**config.mk**
```make
export PLATFORM = sky130hd
export DESIGN_NAME = seq_detector_param
export DESIGN_NICKNAME = d
export VERILOG_FILES = /design/src/rtl/seq_det_pkg.sv /design/src/rtl/sat_counter.sv /design/src/rtl/seq_detector_param.sv
export SDC_FILE = /design/constraint.sdc
export NUM_CORES = 1
export LEC_CHECK = 0
export BUFFER_PORTS_ARGS = -buffer_cell sky130_fd_sc_hd__clkbuf_2
export CAP_MARGIN = 10
export CELL_PAD_IN_SITES_DETAIL_PLACEMENT = 1
export CELL_PAD_IN_SITES_GLOBAL_PLACEMENT = 2
export CORE_ASPECT_RATIO = 0.8
export CORE_MARGIN = 5
export CORE_UTILIZATION = 32
export CTS_CLUSTER_DIAMETER = 200
export CTS_CLUSTER_SIZE = 30
export DETAILED_ROUTE_END_ITERATION = 8
export PLACE_DENSITY = 0.77
export SYNTH_ARGS = -nofsm -noshare
export SYNTH_HDL_FRONTEND = slang
export SYNTH_SLANG_ARGS = --single-unit
```
**constraint.sdc**
```tcl
create_clock -name clk -period 3.2 [get_ports clk]
set_clock_uncertainty 0.2 [all_clocks]
set_input_delay 0.64 -clock clk [delete_from_list [all_inputs] [get_ports clk]]
set_output_delay 0.64 -clock clk [all_outputs]
set_load 0.05 [all_outputs]
```
**src/rtl/seq_det_pkg.sv**
```systemverilog
// Shared defaults and configuration helpers for the parametrised sequence detector.
package seq_det_pkg;

  localparam int unsigned DEF_PAT_W = 3;
  localparam logic [DEF_PAT_W-1:0] DEF_PATTERN = 3'b101;
  localparam int unsigned DEF_CNT_W = 8;

  // A zero or oversized length selects the full pattern width.
  function automatic int unsigned clamp_len(input int unsigned len, input int unsigned max_len);
    return ((len == 0) || (len > max_len)) ? max_len : len;
  endfunction

endpackage

```
**src/rtl/sat_counter.sv**
```systemverilog
// Saturating up-counter with synchronous reset and clear.
module sat_counter #(
  parameter int unsigned W = 8
) (
  input  logic         clk,
  input  logic         rst,
  input  logic         clr,
  input  logic         inc,
  output logic [W-1:0] q
);

  always_ff @(posedge clk) begin
    if (rst || clr) begin
      q <= '0;
    end else if (inc && (q != '1)) begin
      q <= q + 1'b1;
    end
  end

endmodule

```
**src/rtl/seq_detector_param.sv**
```systemverilog
// Serial bit-pattern detector with runtime-loadable pattern, length and overlap mode.
module seq_detector_param
  import seq_det_pkg::*;
#(
  parameter int unsigned      PAT_W       = DEF_PAT_W,
  parameter logic [PAT_W-1:0] RST_PATTERN = PAT_W'(DEF_PATTERN),
  parameter int unsigned      CNT_W       = DEF_CNT_W,
  parameter int unsigned      LEN_W       = $clog2(PAT_W) + 1
) (
  input  logic             clk,
  input  logic             rst,
  input  logic             in_bit,
  input  logic             in_valid,
  input  logic             cfg_load,
  input  logic [PAT_W-1:0] cfg_pattern,
  input  logic [LEN_W-1:0] cfg_len,
  input  logic             cfg_overlap,
  output logic             match,
  output logic [CNT_W-1:0] match_count
);

  logic [PAT_W-1:0] pat_q, hist_q, hist_n, mask;
  logic [LEN_W-1:0] len_q, fill_q, fill_n, cfg_len_c;
  logic             ovl_q, hit;
  logic             unused_hist_msb;

  // Oldest history bit falls off the end of the shift and is never compared.
  assign unused_hist_msb = hist_q[PAT_W-1];

  always_comb begin
    hist_n    = {hist_q[PAT_W-2:0], in_bit};
    fill_n    = (fill_q == LEN_W'(PAT_W)) ? fill_q : fill_q + 1'b1;
    cfg_len_c = LEN_W'(clamp_len(32'(cfg_len), PAT_W));
    mask      = '0;
    for (int i = 0; i < PAT_W; i++) begin
      mask[i] = (LEN_W'(i) < len_q);
    end
    hit = (fill_n >= len_q) && (((hist_n ^ pat_q) & mask) == '0);
  end

  always_ff @(posedge clk) begin
    if (rst) begin
      pat_q  <= RST_PATTERN;
      len_q  <= LEN_W'(PAT_W);
      ovl_q  <= 1'b1;
      hist_q <= '0;
      fill_q <= '0;
      match  <= 1'b0;
    end else if (cfg_load) begin
      pat_q  <= cfg_pattern;
      len_q  <= cfg_len_c;
      ovl_q  <= cfg_overlap;
      hist_q <= '0;
      fill_q <= '0;
      match  <= 1'b0;
    end else if (in_valid) begin
      hist_q <= hist_n;
      // Non-overlapping mode forgets the matched bits so the next match needs len fresh ones.
      fill_q <= (hit && !ovl_q) ? '0 : fill_n;
      match  <= hit;
    end else begin
      match  <= 1'b0;
    end
  end

  sat_counter #(
    .W(CNT_W)
  ) u_match_cnt (
    .clk(clk),
    .rst(rst),
    .clr(cfg_load),
    .inc(in_valid && !cfg_load && hit),
    .q  (match_count)
  );

endmodule

```
==> results of run 1 <==
==> worst max-delay path: cells and delay by family (launching register included) <==
kind | cells | cell delay [ps]
multiplexers | 1 | 370
AND/OR/NAND/NOR | 4 | 880
AO/OA/AOI/OAI | 2 | 330
adder cells (fa/ha/maj) | 2 | 510
flip-flops | 1 | 360
==> layer usage <==
metal / global-route usage [%] / part of all wire [%] / up-vias
li1: - / - / 499
met3: 4.035 / 3.6 / 5
met1: 15.71 / 50 / 479
met2: 18.38 / 45 / 11
met5: 0 / 0 / -
met4: 3.930 / 1.3 / 0
==> layout make-up <==
cell class / instances / area share, %
clock buffer: 4 / 3.478
inverter: 5 / 1.449
multi-input combinational: 97 / 50.82
sequential: 21 / 32.46
tap: 42 / 4.058
timing repair buffer: 20 / 7.729
==> registers in the layout (all words and copies together) (netlist names) <==
signal         flops
match              1
hist_q             2
fill_q             3
len_q              3
u_match_cnt.q      8
pat_q              3
ovl_q              1
==> power groups by stage <==
| stage | clock network (uW) | logic, uW | registers (uW) |
|---|---|---|---|
| after floorplan | 0 | 36.5 | 276 |
| after global placement | 0 | 49.4 | 277 |
| after detailed placement | 0 | 50.6 | 277 |
| after CTS | 184 | 50.5 | 271 |
| after global routing | 194 | 55.9 | 272 |
| final | 173 | 49.7 | 271 |
==> kinds of logic after synthesis <==
logic type,Yosys count,share of synthesized area [%]
multiplexers,6,5.469
buffers and inverters,9,3.795
AND/OR/NAND/NOR,51,25.00
adder cells (fa/ha/maj),5,5.580
flip-flops,21,37.50
XOR/XNOR,4,3.125
AO/OA/AOI/OAI,31,19.53
==> how the worst min path moves through the flow <==
stage | start | to | slack [ps]
global route | pat_q[0] | pat_q[0] | 330
global placement | pat_q[0] | pat_q[0] | 280
CTS | pat_q[2] | pat_q[2] | 310
detailed placement | pat_q[2] | pat_q[2] | 280
floorplan | fill_q[2] | fill_q[2] | 260
finish | pat_q[2] | pat_q[2] | 300
==> layout by cell type (no fill, tap or decap), types with 4 or more instances in the layout <==
| cell | n |
|---|---|
| xnor2_1 | 4 |
| nor2_1 | 15 |
| dfxtp_1 | 21 |
| ha_1 | 5 |
| mux2i_1 | 5 |
| a21oi_1 | 6 |
| o21ai_0 | 7 |
| nand2_1 | 13 |
| clkbuf_2 | 20 |
| inv_1 | 5 |
==> through the flow <==
stage	cells	setup slack (ps)	hold WS [ps]	total power, uW
5_1_grt	189	234.2	330.7	521.7
2_1_floorplan	127	661.1	258.2	312.5
3_5_place_dp	185	454.9	285.0	327.6
4_1_cts	189	444.3	305.9	505.8
3_3_place_gp	185	541.5	278.9	326.0
6_report	189	436.8	295.4	493.8
==> metrics.txt, run 1 <==
leading area contributor after synthesis=dfxtp_1; H-tree lvl count=1; EDFF count, synth=0; GRT overflow=0; CP cell instances=ha_1, nand2b_1, mux2_2, ha_1, nand2_1, o21a_1, nor4_1, o21ai_0, and3_1; status=complete, no violations; DIE AREA=0.004794 mm^2; Worst Setup End Kind=flip-flop; Logic pwr share=10.1%; fraction of power spent switching nets=23.54%; area of placed instances=0.001250 mm^2; endpoints failing setup=0; footprint of the multi-input gates=658.1 um^2; Antenna diodes=0; Num CTS Buffers=3; Synth Instances=127; CTS tree=yes; Slew headroom=59.69%; num ports=21; Die X=76.18 um; FF-to-FF setup slack=440 ps; clk sinks=21; # Post-CTS Setup Buffers=0; Worst-path clk slew=70 ps; count leader, synth=dfxtp_1; worst r2r path cells=9; final layout net count=165; area delta synth->final=15.51%; Synth Area per Inst=8.827 um^2; post-route ant nets=0; VDD IR max=0.2253 mV; internal power=377.5 uW; Lkg Pwr=0.0005291 uW; top area cells in the synthesized netlist=dfxtp_1 (38%), ha_1 (5.6%), nor2_1 (5.0%); initial DRC count=54; GRT Util Overall=11.97%; CTS resizes=0; CTS root buf=clkbuf_8; Slew Viols, Final=0; Peak Freq=361.9 MHz; post-synthesis register bit count=21; number of fill cells in the layout=422; Vias=994; drt wl/cell=14.04 um; RSZ-0062 raised after global routing=false; Vias/cell=5.259; cts hold-fix bufs=0; largest net degree at the start of global routing=13; Post-Layout Inst Area=0.001295 mm^2; min Tclk post-route=2763 ps; FF+latch area=420.4 um^2; library cells used by synthesis=40; FF-to-FF Start=fill_q[0]; Reg power frac=54.8%; Main synth FF type=dfxtp_1; fin crit share=86.35%; R2R Path End=fill_q[2]; critical path's slowest cell=nor4_1; Worst Hold Class=flip-flop to flip-flop; vias in the first global route=1005; Synth Cell Area=0.001121 mm^2; Rows=19; initial antenna violation count=0; Total Wirelength=2.653 mm; Min-Delay Path Depth=2; share of layout cells above drive strength 1=23.13%; final HPWL from detailed placement=2.134 mm; Worst setup endpoint=fill_q[2]; Util after Layout=38.09%; P_sw=116.2 uW; Critical Setup Path Class=flip-flop to flip-flop; detailed-route DRC error count=0; Critical Path Start Type=flip-flop; PwrDens=381.3 mW/mm^2; worst-skew pair later-pin latency=260 ps; Core Area=0.003400 mm^2; 1st-pass router iterations=4; yosys warns=0; CP peak stage delay=440 ps; Max FO, Critical Path=5; Initial Util=32.98%; cell mode on critical path=ha_1; async set-reset flop share out of synthesis=0%; Syn Nets=144; Final TNS setup=0 ps; Buffers on Ports=20; Seq/Total Area, Yosys=37.50%; worst-margin pin slew=602.4 ps; Worst EP required=3160 ps; top-area cell type share of the netlist area=37.50%; commonest cells in the netlist=dfxtp_1 (21), nor2_1 (15), nand2_1 (13); Max Buffers Root-to-Sink=2; die height=62.94 um; Placer Congestion=0.7451; first-pass GRT wire length=4.678 mm; clock share of power=35.1%; Crit. Startpoint=fill_q[0]; Crit path arrival time=2720 ps; Final Hold Fails=0; maxcap violations=0
(Power assumes the default switching activity.)
==> run 2: changes to the inputs <==
--- a/config.mk
+++ b/config.mk
@@ -5,13 +5,14 @@
 export SDC_FILE = /design/constraint.sdc
 export NUM_CORES = 1
 export LEC_CHECK = 0
+export ABC_AREA = 1
 export BUFFER_PORTS_ARGS = -buffer_cell sky130_fd_sc_hd__clkbuf_2
 export CAP_MARGIN = 10
 export CELL_PAD_IN_SITES_DETAIL_PLACEMENT = 1
 export CELL_PAD_IN_SITES_GLOBAL_PLACEMENT = 2
 export CORE_ASPECT_RATIO = 0.8
-export CORE_MARGIN = 5
-export CORE_UTILIZATION = 32
+export CORE_UTILIZATION = 30
+export CTS_BUF_LIST = sky130_fd_sc_hd__clkbuf_4 sky130_fd_sc_hd__clkbuf_8 sky130_fd_sc_hd__clkbuf_16
 export CTS_CLUSTER_DIAMETER = 200
 export CTS_CLUSTER_SIZE = 30
 export DETAILED_ROUTE_END_ITERATION = 8
==> run 2 against run 1 <==
  * Sequential share of layout area decreased by 3.2 points
  * Synthesized cell count increased by 42%
  * Global-route usage increased by 4.1 points
  * Non-clock buffer count unchanged
  * Register-to-register slack improved by 300 ps
  * Via count increased by 14%
  * Combinational power increased by 50%
  * Sequential cell count unchanged
  * Highest routed layer unchanged
==> metrics.txt, run 2 <==
status=complete, no violations; final HPWL from detailed placement=2.464 mm (+15%); Syn Nets=197 (+37%); Antenna diodes=0 (unchanged); VDD IR max=0.1398 mV (-38%); DIE AREA=0.004409 mm^2 (-8.0%); Lkg Pwr=0.0007405 uW (+40%); largest register by flop count=u_match_cnt.q; Max FO, Critical Path=8 (+3); Buffers on Ports=20 (unchanged); first-pass GRT wire length=5.237 mm (+12%); count leader, synth=nand2_1; Synth Cell Area=0.001244 mm^2 (+11%); Total Wirelength=3.073 mm (+16%); final hold slack=251.3 ps (-44.08 ps); Slew headroom=49.23% (-10 points); commonest cells in the netlist=nand2_1 (39), inv_1 (36), dfxtp_1 (21); Initial Util=32.06% (-0.91 points); num ports=21 (unchanged); DP Worst Slack=751.9 ps (+297.0 ps); yosys warns=0 (unchanged); area delta synth->final=15.39%; async set-reset flop share out of synthesis=0% (unchanged); Util after Layout=37.00% (-1.1 points); Die X=73.99 um (-2.9%); P_sw=145.8 uW (+25%); FF+latch area=420.4 um^2 (unchanged); Vias=1136 (+14%); fin crit share=76.91% (-9.4 points); Final TNS setup=0 ps (unchanged); Worst Hold Class=flip-flop to flip-flop; CTS root buf=clkbuf_8; commonest cells after routing, fill and taps aside=nand2_1 (39), inv_1 (36), dfxtp_1 (21); Max Buffers Root-to-Sink=2 (unchanged); Num CTS Buffers=3 (unchanged); Reg power frac=50.8% (-4.0 points); Logic pwr share=13.9% (+3.8 points); Worst EP required=3200 ps (+40 ps); H-tree lvl count=1 (unchanged); clock share of power=35.3% (+0.2 points); cts hold-fix bufs=0 (unchanged); Synth Area per Inst=6.909 um^2 (-22%); GRT overflow=0 (unchanged); area of placed instances=0.001386 mm^2 (+11%); Main synth FF type=dfxtp_1; Rows=20 (+1); post-route ant nets=0 (unchanged); Worst Setup End Kind=flip-flop; die height=59.59 um (-5.3%); Final Hold Fails=0 (unchanged); setup ws final=739.0 ps (+302.2 ps); number of fill cells in the layout=511 (+21%); PwrDens=373.4 mW/mm^2 (-2.1%); Critical Setup Path Class=flip-flop to flip-flop; clk sinks=21 (unchanged); Synth Instances=180 (+42%); Vias/cell=4.438 (-16%); most common cell after layout, fill and taps aside=nand2_1; share of layout cells above drive strength 1=21.89% (-1.2 points); RSZ-0062 raised after global routing=false; GRT Util Overall=16.08% (+4.1 points); Worst-path clk slew=80 ps (about the same); largest net degree at the start of global routing=19 (+6); fraction of power spent switching nets=27.21% (+3.7 points); Seq/Total Area, Yosys=33.80% (-3.7 points); # Post-CTS Setup Buffers=0 (unchanged); Peak Freq=406.3 MHz (+12%); maxcap violations=0 (unchanged); Placer Congestion=0.8219 (+10%); leading area contributor after synthesis=dfxtp_1; vias in the first global route=1116 (+11%); Slew Viols, Final=0 (unchanged); Critical Path Start Type=flip-flop; final layout net count=219 (+33%); detailed-route DRC error count=0 (unchanged); post-synthesis register bit count=21 (unchanged); internal power=390.1 uW (+3.3%); initial antenna violation count=0 (unchanged); top area cells in the synthesized netlist=dfxtp_1 (34%), nand2_1 (12%), inv_1 (11%); worst-margin pin slew=760.7 ps (+158.3 ps); Crit path arrival time=2460 ps (-260 ps); footprint of the multi-input gates=646.9 um^2 (-1.7%); max reg flops=8 (unchanged); EDFF count, synth=0 (unchanged); 1st-pass router iterations=4 (unchanged); CTS resizes=0 (unchanged); min Tclk post-route=2461 ps (-302.2 ps); CTS tree=yes; initial DRC count=23 (-57%); drt wl/cell=12.00 um (-14%); worst-skew pair later-pin latency=260 ps (about the same); Post-Layout Inst Area=0.001435 mm^2 (+11%); top-area cell type share of the netlist area=33.80% (-3.7 points); library cells used by synthesis=23 (-43%); Core Area=0.003879 mm^2 (+14%); endpoints failing setup=0 (unchanged)
## run 2: cell types whose count changed in the layout (fill, tap and decap cells not counted), moves of 4 or more
cell,change
nand2_2,+4
nand2_1,+26
mux2i_1,-5
inv_1,+31
nand4_1,+8
nand3_2,+4
a21oi_1,+4
inv_2,+4
## run 2: worst paths after layout
check / startpoint / slack [ps] / cells past startpoint / to
worst min-delay path: fill_q[2] / 250 / 2 / fill_q[2]
worst max-delay path: fill_q[0] / 740 / 12 / u_match_cnt.q[5]
worst min register to register: fill_q[2] / 250 / 2 / fill_q[2]
worst max register to register: fill_q[0] / 740 / 12 / u_match_cnt.q[5]
## run 2: final cells by class
type / instances / area share (%)
clock buffers: 4 / 3.400
inverters: 40 / 10.46
multi-input cells: 116 / 45.07
flip-flops and latches: 21 / 29.29
well taps: 55 / 4.795
repair buffers: 20 / 6.975
## run 2: stage by stage
step | total power (uW) | instances
final | 535.9 | 256
after global routing | 563.4 | 256
after CTS | 548.1 | 256
after detailed placement | 353.7 | 252
after global placement | 349.1 | 252
after floorplan | 332.8 | 180
## run 2: kinds of logic (layout without fill, tap and decap cells)
logic type,Yosys count,count (layout),share of synthesized area [%]
AND/OR/NAND/NOR,88,88,35.41
buffers and inverters,43,64,14.18
flip-flops,21,21,33.80
AO/OA/AOI/OAI,18,18,7.848
adder cells (fa/ha/maj),5,5,5.030
XOR/XNOR,4,4,2.817
multiplexers,1,1,0.9054
## run 2: power by group through the flow
| stage | registers (uW) | clock network (uW) | logic (uW) |
|---|---|---|---|
| after floorplan | 279 | 0 | 53.9 |
| after global placement | 278 | 0 | 71.3 |
| after detailed placement | 278 | 0 | 75.6 |
| after CTS | 272 | 200 | 75.9 |
| after global routing | 273 | 205 | 85.5 |
| final | 272 | 189 | 74.6 |
## run 2: per-layer routing
layer,share of wire [%],vias to the layer above,global-route usage [%]
li1,-,605,-
met1,53,517,22.16
met2,43,10,24.03
met3,2.8,4,4.252
met4,1.2,0,5.769
met5,0,-,0
## run 2: critical path, stage by stage (launching register included)
cell and delay, ps:
dfxtp_1 340, ha_1 240, nand2_1 110, mux2_2 370
ha_1 300, nand3b_1 100, nand3_2 150, inv_2 60
nor2_4 210, nand2_2 90, nand2_1 80, nand2_1 50
nor2_1 110
